`src/rtl/uart_tx_arbiter_if.sv`:
```
// Requester-side and UART-side signals of uart_tx_arbiter, grouped as one bundle.
interface uart_tx_arbiter_if #(
  parameter int NUM_REQ = 4,
  parameter int W_OUT   = 16
);
  localparam int ID_W = (NUM_REQ > 1) ? $clog2(NUM_REQ) : 1;

  logic [NUM_REQ-1:0]            req_valid;
  logic [NUM_REQ-1:0][W_OUT-1:0] req_data;
  logic [NUM_REQ-1:0]            req_ready;
  logic                          m_valid;
  logic [W_OUT-1:0]              m_data;
  logic                          m_ready;
  logic [ID_W-1:0]               grant_id;
  logic                          busy;

  // Arbiter side.
  modport master (
    input  req_valid, req_data, m_ready,
    output req_ready, m_valid, m_data, grant_id, busy
  );

  // Requesters and UART side.
  modport slave (
    output req_valid, req_data, m_ready,
    input  req_ready, m_valid, m_data, grant_id, busy
  );
endinterface

```
`src/rtl/uart_tx_arbiter.sv`:
```
// Round-robin arbiter sharing one UART transmit path among NUM_REQ requesters.
// Optional macro UART_ARB_PRIO_EN gives requester 0 strict priority over the rotation.
module uart_tx_arbiter #(
  parameter int NUM_REQ       = 4,
  parameter int W_OUT         = 16,
  parameter int BITS_PER_WORD = 8,
  parameter int GAP_CLOCKS    = 32
) (
  input logic               clk,
  input logic               rstn,
  uart_tx_arbiter_if.master bus
);
  localparam int ID_W  = (NUM_REQ > 1) ? $clog2(NUM_REQ) : 1;
  localparam int GAP_W = (GAP_CLOCKS > 2) ? $clog2(GAP_CLOCKS) : 1;
  localparam logic [GAP_W-1:0] GAP_LOAD = GAP_W'((GAP_CLOCKS > 0) ? GAP_CLOCKS - 1 : 0);
  localparam bit HAS_GAP = (GAP_CLOCKS > 0);

  if ((W_OUT % BITS_PER_WORD) != 0) begin : g_bad_w_out
    $fatal(1, "uart_tx_arbiter: W_OUT must be a multiple of BITS_PER_WORD");
  end
  if ((NUM_REQ < 2) || (NUM_REQ > 8)) begin : g_bad_num_req
    $fatal(1, "uart_tx_arbiter: NUM_REQ must be within 2..8");
  end

  typedef enum logic [1:0] {
    ST_IDLE = 2'd0,
    ST_SEND = 2'd1,
    ST_GAP  = 2'd2
  } state_t;

  state_t             state_r;
  state_t             next_state_s;
  logic [ID_W-1:0]    rr_ptr_r;
  logic [ID_W-1:0]    rr_next_s;
  logic [ID_W-1:0]    win_s;
  logic [ID_W-1:0]    idx_s;
  logic               found_s;
  logic               take_s;
  logic               grant_s;
  logic               run_r;
  logic [NUM_REQ-1:0] req_ready_s;
  logic               m_valid_r;
  logic [W_OUT-1:0]   m_data_r;
  logic [ID_W-1:0]    grant_id_r;
  logic [GAP_W-1:0]   gap_cnt_r;

  // Winner search: first valid requester scanning upward from the rr pointer.
  always_comb begin
    win_s   = ID_W'(0);
    found_s = 1'b0;
    idx_s   = ID_W'(0);
    take_s  = 1'b0;
    for (int i = 0; i < NUM_REQ; i++) begin
      idx_s   = ID_W'((int'(rr_ptr_r) + i) % NUM_REQ);
      take_s  = !found_s && bus.req_valid[idx_s];
      win_s   = take_s ? idx_s : win_s;
      found_s = found_s | take_s;
    end
`ifdef UART_ARB_PRIO_EN
    win_s = bus.req_valid[0] ? ID_W'(0) : win_s;
`endif
  end

  // run_r keeps req_ready low while reset is asserted and on the release edge.
  assign grant_s   = run_r && found_s && (state_r == ST_IDLE);
  assign rr_next_s = (win_s == ID_W'(NUM_REQ - 1)) ? ID_W'(0) : win_s + ID_W'(1);

  // Next-state and accept-strobe decode.
  always_comb begin
    next_state_s = state_r;
    req_ready_s  = '0;
    case (state_r)
      ST_IDLE: begin
        if (grant_s) begin
          req_ready_s[win_s] = 1'b1;
          next_state_s       = ST_SEND;
        end else begin
          next_state_s = ST_IDLE;
        end
      end
      ST_SEND: begin
        if (bus.m_ready) begin
          next_state_s = HAS_GAP ? ST_GAP : ST_IDLE;
        end else begin
          next_state_s = ST_SEND;
        end
      end
      ST_GAP: begin
        if (gap_cnt_r == GAP_W'(0)) begin
          next_state_s = ST_IDLE;
        end else begin
          next_state_s = ST_GAP;
        end
      end
      default: begin
        next_state_s = ST_IDLE;
      end
    endcase
  end

  // Control state: FSM, rotation pointer and idle-gap counter.
  always_ff @(posedge clk or negedge rstn) begin
    if (!rstn) begin
      state_r   <= ST_IDLE;
      run_r     <= 1'b0;
      rr_ptr_r  <= ID_W'(0);
      gap_cnt_r <= GAP_W'(0);
    end else begin
      state_r <= next_state_s;
      run_r   <= 1'b1;
`ifdef UART_ARB_PRIO_EN
      if (grant_s && (win_s != ID_W'(0))) begin
        rr_ptr_r <= rr_next_s;
      end else begin
        rr_ptr_r <= rr_ptr_r;
      end
`else
      if (grant_s) begin
        rr_ptr_r <= rr_next_s;
      end else begin
        rr_ptr_r <= rr_ptr_r;
      end
`endif
      if ((state_r == ST_SEND) && bus.m_ready) begin
        gap_cnt_r <= GAP_LOAD;
      end else if ((state_r == ST_GAP) && (gap_cnt_r != GAP_W'(0))) begin
        gap_cnt_r <= gap_cnt_r - GAP_W'(1);
      end else begin
        gap_cnt_r <= gap_cnt_r;
      end
    end
  end

  // Held packet and its owner, captured on the accept edge.
  always_ff @(posedge clk or negedge rstn) begin
    if (!rstn) begin
      m_valid_r  <= 1'b0;
      m_data_r   <= '0;
      grant_id_r <= ID_W'(0);
    end else begin
      m_valid_r <= (next_state_s == ST_SEND);
      if (grant_s) begin
        m_data_r   <= bus.req_data[win_s];
        grant_id_r <= win_s;
      end else begin
        m_data_r   <= m_data_r;
        grant_id_r <= grant_id_r;
      end
    end
  end

  // busy also covers the accept cycle so back-to-back traffic never shows a hole.
  assign bus.busy      = (state_r != ST_IDLE) || grant_s;
  assign bus.req_ready = req_ready_s;
  assign bus.m_valid   = m_valid_r;
  assign bus.m_data    = m_data_r;
  assign bus.grant_id  = grant_id_r;
endmodule

```
`src/flat_wrapper.sv`:
```
// flat-port wrapper written by rule: the top's interface ports become plain ports
module uart_tx_arbiter_flat 
#(
  parameter int NUM_REQ       = 4,
  parameter int W_OUT         = 16,
  parameter int BITS_PER_WORD = 8,
  parameter int GAP_CLOCKS    = 32
)
  (clk, rstn, bus_req_valid, bus_req_data, bus_m_ready, bus_req_ready, bus_m_valid, bus_m_data, bus_grant_id, bus_busy);
  uart_tx_arbiter_if #(.NUM_REQ(NUM_REQ), .W_OUT(W_OUT)) bus_i ();
  input logic clk;
  input logic rstn;
  input wire logic [$bits(bus_i.req_valid)-1:0] bus_req_valid;
  input wire logic [$bits(bus_i.req_data)-1:0] bus_req_data;
  input wire logic [$bits(bus_i.m_ready)-1:0] bus_m_ready;
  output wire logic [$bits(bus_i.req_ready)-1:0] bus_req_ready;
  output wire logic [$bits(bus_i.m_valid)-1:0] bus_m_valid;
  output wire logic [$bits(bus_i.m_data)-1:0] bus_m_data;
  output wire logic [$bits(bus_i.grant_id)-1:0] bus_grant_id;
  output wire logic [$bits(bus_i.busy)-1:0] bus_busy;
  assign bus_i.req_valid = bus_req_valid;
  assign bus_i.req_data = bus_req_data;
  assign bus_i.m_ready = bus_m_ready;
  assign bus_req_ready = bus_i.req_ready;
  assign bus_m_valid = bus_i.m_valid;
  assign bus_m_data = bus_i.m_data;
  assign bus_grant_id = bus_i.grant_id;
  assign bus_busy = bus_i.busy;
  uart_tx_arbiter #(.NUM_REQ(NUM_REQ), .W_OUT(W_OUT), .BITS_PER_WORD(BITS_PER_WORD), .GAP_CLOCKS(GAP_CLOCKS)) u_core (.clk(clk), .rstn(rstn), .bus(bus_i));
endmodule
```
`config.mk`:
```
export PLATFORM = sky130hd
export DESIGN_NAME = uart_tx_arbiter_flat
export DESIGN_NICKNAME = d
export VERILOG_FILES = /design/src/rtl/uart_tx_arbiter_if.sv /design/src/rtl/uart_tx_arbiter.sv /design/src/flat_wrapper.sv
export SDC_FILE = /design/constraint.sdc
export NUM_CORES = 1
export LEC_CHECK = 0
export BUFFER_PORTS_ARGS = -buffer_cell sky130_fd_sc_hd__buf_2
export CAP_MARGIN = 5
export CORE_AREA = 2 2 66 130
export CTS_CLUSTER_DIAMETER = 100
export DETAILED_ROUTE_END_ITERATION = 12
export DIE_AREA = 0 0 68 132
export SLEW_MARGIN = 30
export SYNTH_ARGS = -nofsm -noshare
export SYNTH_HDL_FRONTEND = slang
export SYNTH_SLANG_ARGS = --single-unit
```
`constraint.sdc`:
```
create_clock -name clk -period 2.7 [get_ports clk]
set_input_delay 0.54 -clock clk [delete_from_list [all_inputs] [get_ports clk]]
set_output_delay 0.54 -clock clk [all_outputs]
set_load 0.02 [all_outputs]
```
### Word-level counts from Yosys, hierarchy flattened

Cells that the tools add are included.

| word-level totals | value |
|---|---|
| register bits | 29 |
| input bits | 71 |
| word-level logic and storage cells | 67 |

| operators by class | value |
|---|---|
| $add $sub $neg | 5 |
| order comparisons | 6 |
| equal/unequal tests | 4 |
| mux-type cells | 25 |
| bitwise gates (word level) | 3 |
| reductions and logical operators | 17 |

Operators by type and width:

| cell | count |
|---|---|
| 16-bit binary-select mux with 2-bit select | 1 |
| 16-bit 2-to-1 mux | 1 |
| 2-bit by 3-bit less-than comparator with 1-bit output (second input constant) | 5 |
| 2-bit 2-to-1 mux | 7 |
| 5-bit 2-to-1 mux | 2 |
| 1-bit binary-select mux with 2-bit select | 4 |
| 1-bit logical AND | 8 |
| 4-bit 2-to-1 mux | 2 |
| 1-bit 2-to-1 mux | 6 |
| 2-bit case mux with 3 select lines | 1 |
| 5-bit logical NOT | 1 |
| 5-bit nonzero test | 1 |
| 5-bit by 1-bit subtractor with 5-bit output (second input constant) | 1 |
| 2-bit by 1-bit adder with 2-bit output (second input constant) | 2 |
| 2-bit adder (second input constant) | 2 |
| 2-bit by 1-bit equality test with 1-bit output (second input constant) | 2 |
| 2-bit equality test (second input constant) | 2 |
| 2-bit nonzero test | 2 |
| 1-bit logical NOT | 3 |
| 1-bit bitwise OR | 3 |
| 1-bit demux with 2-bit select | 1 |
| 2-bit by 1-bit greater-or-equal comparator with 1-bit output (second input constant) | 1 |
| 2-bit logical NOT | 1 |
| 1-bit logical OR | 1 |

### Depth between registers and ports, before layout

| depth | value |
|---|---|
| depth after elaboration | 17 |
| depth in mapped cells | 8 |
| gate-level depth less buffers | 6 |

### Worst setup path before layout

OpenSTA, ideal clock, no wires.

| timing path | value |
|---|---|
| kind | input to output |
| start | in bus_req_valid[3] |
| end | out bus_req_ready[0] |
| arrival time | 1818 ps |
| path slack | 342 ps |
| stages on the path | 7 |
| buffers on the path | 1 |
| cells stage by stage | nand2b_1 > a211oi_1 > nor2_1 > inv_2 > buf_1 > ha_1 > and2_1 |

| between the ends | value |
|---|---|
| cells in the longest elaborated chain, start to end | 17 |
| elaborated cells on any way between the ends | 30 |

Ends and longest elaborated chain:

| item | RTL line | source |
|---|---|---|
| start, declared | flat_wrapper.sv:13 | `input wire logic [$bits(bus_i.req_valid)-1:0] bus_req_valid;` |
| 1-bit binary-select mux with 2-bit select | uart_tx_arbiter.sv:55 | `take_s = !found_s && bus.req_valid[idx_s];` |
| 1-bit 2-to-1 mux (implied by the code) | uart_tx_arbiter.sv:55 |  |
| 1-bit logical NOT | uart_tx_arbiter.sv:55 |  |
| 1-bit logical AND | uart_tx_arbiter.sv:55 |  |
| 1-bit bitwise OR | uart_tx_arbiter.sv:57 | `found_s = found_s \| take_s;` |
| 1-bit logical NOT | uart_tx_arbiter.sv:55 |  |
| 1-bit logical AND | uart_tx_arbiter.sv:55 |  |
| 1-bit bitwise OR | uart_tx_arbiter.sv:57 |  |
| [2 not listed] | n/a |  |
| 2-bit 2-to-1 mux * | uart_tx_arbiter.sv:56 | `win_s = take_s ? idx_s : win_s;` |
| via u_core.win_s[1] | uart_tx_arbiter.sv:35 | `logic [ID_W-1:0] win_s;` |
| 2-bit by 3-bit less-than comparator with 1-bit output (implied by the code) or 2-bit by 1-bit greater-or-equal comparator with 1-bit output (tied branches) | uart_tx_arbiter.sv:75 | `req_ready_s[win_s] = 1'b1;` |
| 1-bit logical AND (implied by the code) | uart_tx_arbiter.sv:75 |  |
| 1-bit 2-to-1 mux (implied by the code) | uart_tx_arbiter.sv:75 |  |
| 1-bit demux with 2-bit select * | n/a |  |
| 4-bit 2-to-1 mux * | uart_tx_arbiter.sv:74 | `if (grant_s) begin` |
| 4-bit 2-to-1 mux * | uart_tx_arbiter.sv:72 | `case (state_r)` |
| end, declared | flat_wrapper.sv:16 | `output wire logic [$bits(bus_i.req_ready)-1:0] bus_req_ready;` |

Mark *: on every way through the listed nets, which the timed path passes. The rest lies on a longest branch. The select of a mux whose other input is x is not followed.

### Worst setup path after layout

| timing path | value |
|---|---|
| start | reg u_core.rr_ptr_r[1] |
| end | out bus_req_ready[0] |

| between the ends | value |
|---|---|
| cells in the longest elaborated chain, start to end | 17 |
| elaborated cells on any way between the ends | 33 |

Ends and longest elaborated chain:

| item | RTL line | source |
|---|---|---|
| start, declared | uart_tx_arbiter.sv:33 | `logic [ID_W-1:0] rr_ptr_r;` |
| start signal, assigned | uart_tx_arbiter.sv:119 | `rr_ptr_r <= rr_next_s;` |
| start signal, assigned | uart_tx_arbiter.sv:121 | `rr_ptr_r <= rr_ptr_r;` |
| 2-bit by 1-bit adder with 2-bit output or 1-bit binary-select mux with 2-bit select (tied branches) | uart_tx_arbiter.sv:54, uart_tx_arbiter.sv:55 |  |
| 1-bit binary-select mux with 2-bit select or 1-bit 2-to-1 mux (tied branches) | uart_tx_arbiter.sv:55 |  |
| 1-bit 2-to-1 mux (implied by the code) or 1-bit logical NOT (tied branches) | uart_tx_arbiter.sv:55 |  |
| 1-bit logical AND | uart_tx_arbiter.sv:55 |  |
| 1-bit bitwise OR | uart_tx_arbiter.sv:57 |  |
| 1-bit logical NOT | uart_tx_arbiter.sv:55 |  |
| 1-bit logical AND | uart_tx_arbiter.sv:55 |  |
| 1-bit bitwise OR | uart_tx_arbiter.sv:57 |  |
| [2 not listed] | n/a |  |
| 2-bit 2-to-1 mux * | uart_tx_arbiter.sv:56 |  |
| via u_core.win_s[0] | uart_tx_arbiter.sv:35 |  |
| 2-bit by 3-bit less-than comparator with 1-bit output (implied by the code) or 2-bit by 1-bit greater-or-equal comparator with 1-bit output (tied branches) | uart_tx_arbiter.sv:75 |  |
| 1-bit logical AND (implied by the code) | uart_tx_arbiter.sv:75 |  |
| 1-bit 2-to-1 mux (implied by the code) | uart_tx_arbiter.sv:75 |  |
| 1-bit demux with 2-bit select * | n/a |  |
| 4-bit 2-to-1 mux * | uart_tx_arbiter.sv:74 |  |
| 4-bit 2-to-1 mux * | uart_tx_arbiter.sv:72 |  |

Marked as above.

==> run_results.csv <==
group,metric,value,unit
run_status,status,"completed",
cts,post_cts_setup_repair_bufs,0,
placement,gp_congestion,0.726,
critical_path,r2r-end,"u_core.bus.m_data[10]$_DFFE_PN0N_",
timing,slew-limit-headroom,53.9,%
floorplanning,row_count,46,
cts,tritoncts,"yes",
cts,ctsHtreeMaxLevel,2,
global_route,first_pass_grt_wire_length,9.96,mm
global_route,met1_track_demand_over_resource_in_global_routing,15.8,%
final_layout,final.fill_count,836,
global_route,gr-usage-all-layers,14.8,%
final_layout,n_antenna_cell,0,
global_route,number_of_global_route_vias_before_repair,2107,
cts,clk_transition_reported_paths,50,ps
cts,ctsLongestPathBuffers,2,
timing,finalSetupTns,0,ps
yosys,ys_types,38,
timing,layout_min_cycle_time,2480,ps
critical_path,worst_ep_required_time,2160,ps
placement,io_buffers,94,
timing,rsz0062_at_grt,"no",
global_route,groute.layer.met3.usage,3.50,%
yosys,syn_avg_cell_area,9.21,um^2
hold_path,hold_class,"input port to async pin",
global_route,grt_start_max_net_pins,30,
cts,clk_root_buffer_cell,"sky130_fd_sc_hd__clkbuf_16",
yosys,seq_area_frac_synth,37.2,%
timing,timing_worst_slew_pin_value,692,ps
timing,setup_violations,0,
route,drt-vias-per-instance,5.06,
floorplanning,initial_utilization,24.6,%
route,drt-wirelength-per-cell,15.8,um
route,detail_route.first_pass.iterations,6,
critical_path,worst-setup-path-type,"register to output port",
global_route,antenna_found_initial,0,
global_route,global_route.peak_usage_layer,"met2",
floorplanning,io_pins,95,
final_layout,final_nets,385,
critical_path,worst-r2r-setup-slack,810,ps
power_and_ir_drop,total_power,2620,uW
yosys,ys_ff_latch,29,
critical_path,crit_startpoint,"u_core.rr_ptr_r[1]$_DFFE_PN0N_",
floorplanning,core_region_area,7940,um^2
critical_path,setup.worst_path.end,"bus_req_ready[0]",
critical_path,crit_arrival,1940,ps
yosys,yosysWarningCount,0,
floorplanning,die_width,68,um
cts,cts.hold.buffers_added,0,
power_and_ir_drop,peakVddDrop,0.358,mV
timing,timing.clock.skew,2.77,ps
global_route,grt_remaining_overflow,0,
yosys,syn-instance-count,212,
critical_path,crit-reg2reg-launch,"u_core.rr_ptr_r[1]$_DFFE_PN0N_",
run,drv_cap,0,
critical_path,cp-start-kind,"register",
yosys,synth.net_count,289,
route,drc,0,
route,residual_antenna_violating_net_count_after_detailed_routing,0,
final_layout,synthToLayoutAreaGrowth,37.2,%
floorplanning,die_h,132,um
power_and_ir_drop,power_density,977,nW/um^2
route,finalWirelength,6.41,mm
cts,clock-sinks,29,
global_route,met2_usage,26.3,%
route,detailroute.via_count,2050,
timing,clock.fmax,0.403,GHz
cts,number_of_gates_given_a_new_drive_strength_after_cts,0,
route,dr.first_iter.drc_count,93,
critical_path,worst_setup_path_end_kind,"output port",
timing,finalHoldViolations,0,
timing,timing.final.max_slew_violations,0,
final_layout,fin_util,33.7,%
power_and_ir_drop,leakagePower,0.00133,uW
critical_path,worst-path-max-fanout,7,
cts,cts_buffers,5,
final_layout,drive_above_1_share,38.8,%
cts,clk_latency,270,ps
yosys,mappedNetlistArea,1950,um^2
timing,fin_crit_sh,91.8,%
critical_path,ff2ff_path_depth,7,
floorplanning,floorplan_die_area,8980,um^2
placement,place_hpwl,4.92,mm
==> metrics by stage <==
step                instance area [um^2]  cells  setup WS, ps  hold slack (ps)
floorplan                           1950    212           342              244
global placement                    2540    397           363              468
detailed placement                  2540    397           329              472
CTS                                 2680    405           188              337
global route                        2680    405          96.6              364
finish                              2680    405           221              310
==> worst min-delay path by stage <==
stage	startpoint	end	slack, ps
finish	rstn	u_core.bus.m_data[1]$_DFFE_PN0N_	310
global route	rstn	u_core.bus.grant_id[0]$_DFFE_PN0N_	360
global placement	u_core.bus.grant_id[0]$_DFFE_PN0N_	u_core.bus.grant_id[0]$_DFFE_PN0N_	470
detailed placement	u_core.bus.grant_id[1]$_DFFE_PN0N_	u_core.bus.grant_id[1]$_DFFE_PN0N_	470
CTS	rstn	u_core.bus.grant_id[0]$_DFFE_PN0N_	340
floorplan	rstn	u_core.bus.grant_id[0]$_DFFE_PN0N_	240
==> cell type report <==
cell class / instances / area, um^2 / area share, %
Multi-Input combinational cell: 161 / 1120 / 41.8
Clock buffer: 6 / 129 / 4.81
Tap cell: 96 / 120 / 4.48
Clock inverter: 2 / 10.0 / 0.374
Sequential cell: 29 / 726 / 27.1
Inverter: 7 / 28.8 / 1.07
Timing Repair Buffer: 104 / 546 / 20.4
==> cells in the final DEF, fill, tap and decap left out, types with 2 or more instances in the layout <==
master                      netlist  routed
sky130_fd_sc_hd__a211o_1         16      16
sky130_fd_sc_hd__a21oi_1          2       2
sky130_fd_sc_hd__and2_1           4       4
sky130_fd_sc_hd__and3_1           2       2
sky130_fd_sc_hd__buf_2            6      94
sky130_fd_sc_hd__buf_4            0      10
sky130_fd_sc_hd__clkbuf_16        0       5
sky130_fd_sc_hd__clkinv_2         0       2
sky130_fd_sc_hd__dfrtp_1         29      29
sky130_fd_sc_hd__ha_1             6       6
sky130_fd_sc_hd__inv_1            5       5
sky130_fd_sc_hd__mux2i_1         16      16
sky130_fd_sc_hd__nand2_1         30      30
sky130_fd_sc_hd__nand2b_1         3       3
sky130_fd_sc_hd__nand3_1          2       2
sky130_fd_sc_hd__nand4_1         16      16
sky130_fd_sc_hd__nor2_1           8       8
sky130_fd_sc_hd__nor3_1           2       2
sky130_fd_sc_hd__o211ai_1        16      16
sky130_fd_sc_hd__o21ai_0          3       3
sky130_fd_sc_hd__o21ai_1          3       3
sky130_fd_sc_hd__o31ai_1         17      17
sky130_fd_sc_hd__xnor2_1          2       2
==> synth_stat cells, drive strengths merged <==
cell type / n / area (um^2)
nand2b: 3 / 18.8
or2: 1 / 6.26
a311oi: 1 / 15.0
xnor2: 2 / 17.5
o31ai: 17 / 128
a211oi: 1 / 7.51
nor3: 3 / 26.3
and2: 4 / 25.0
clkbuf: 5 / 18.8
a211o: 16 / 140
nand4: 16 / 100
and3: 2 / 12.5
nor2b: 1 / 6.26
conb: 1 / 3.75
nand2: 30 / 113
nor3b: 1 / 7.51
mux2i: 16 / 160
o21a: 1 / 7.51
dfrtp: 29 / 726
inv: 7 / 28.8
nor2: 9 / 36.3
a21o: 1 / 7.51
nand3: 2 / 10.0
ha: 6 / 75.1
o21ai: 6 / 30.0
o211ai: 16 / 120
mux2: 1 / 11.3
a21oi: 3 / 18.8
o41ai: 1 / 16.3
buf: 10 / 60.1
==> where the power goes <==
group | internal (uW) | switching, uW | leakage [uW]
Clock | 337 | 188 | 0.0000706
Sequential | 624 | 126 | 0.000348
Combinational | 506 | 836 | 0.000909
==> critical path: stages (launching register included) <==
cell and delay [ps]:
sky130_fd_sc_hd__dfrtp_1 430, sky130_fd_sc_hd__nor2b_1 180, sky130_fd_sc_hd__o21a_1 210, sky130_fd_sc_hd__nor3_4 280, sky130_fd_sc_hd__inv_4 70, sky130_fd_sc_hd__ha_1 180, sky130_fd_sc_hd__and2_1 150, sky130_fd_sc_hd__buf_2 160
==> sequential cells by signal, indices dropped and copies added, names as in the netlist <==
signal / flops
u_core.bus.m_valid: 1
u_core.gap_cnt_r: 5
u_core.state_r: 2
u_core.rr_ptr_r: 2
u_core.bus.m_data: 16
u_core.run_r: 1
u_core.bus.grant_id: 2
==> layer usage <==
layer  up-vias  routed length [um]
met1       958                2280
met5         -                   0
met4         0                 166
li1        990                   -
met3        10                 378
met2        92                3590
==> kinds of logic (layout without fill, tap and decap cells) <==
family / after synthesis / in the layout / synth area share (%)
adders and majority gates: 6 / 6 / 3.84
DFF: 29 / 29 / 37.2
and+or+nand+nor: 72 / 72 / 18.5
muxes: 17 / 17 / 8.78
buffers and inverters: 22 / 119 / 5.51
AOI/OAI and AO/OA: 63 / 63 / 25.1
other: 1 / 1 / 0.192
xor gates and xnor gates: 2 / 2 / 0.897
Note: power is estimated with default switching activity, not from simulation.
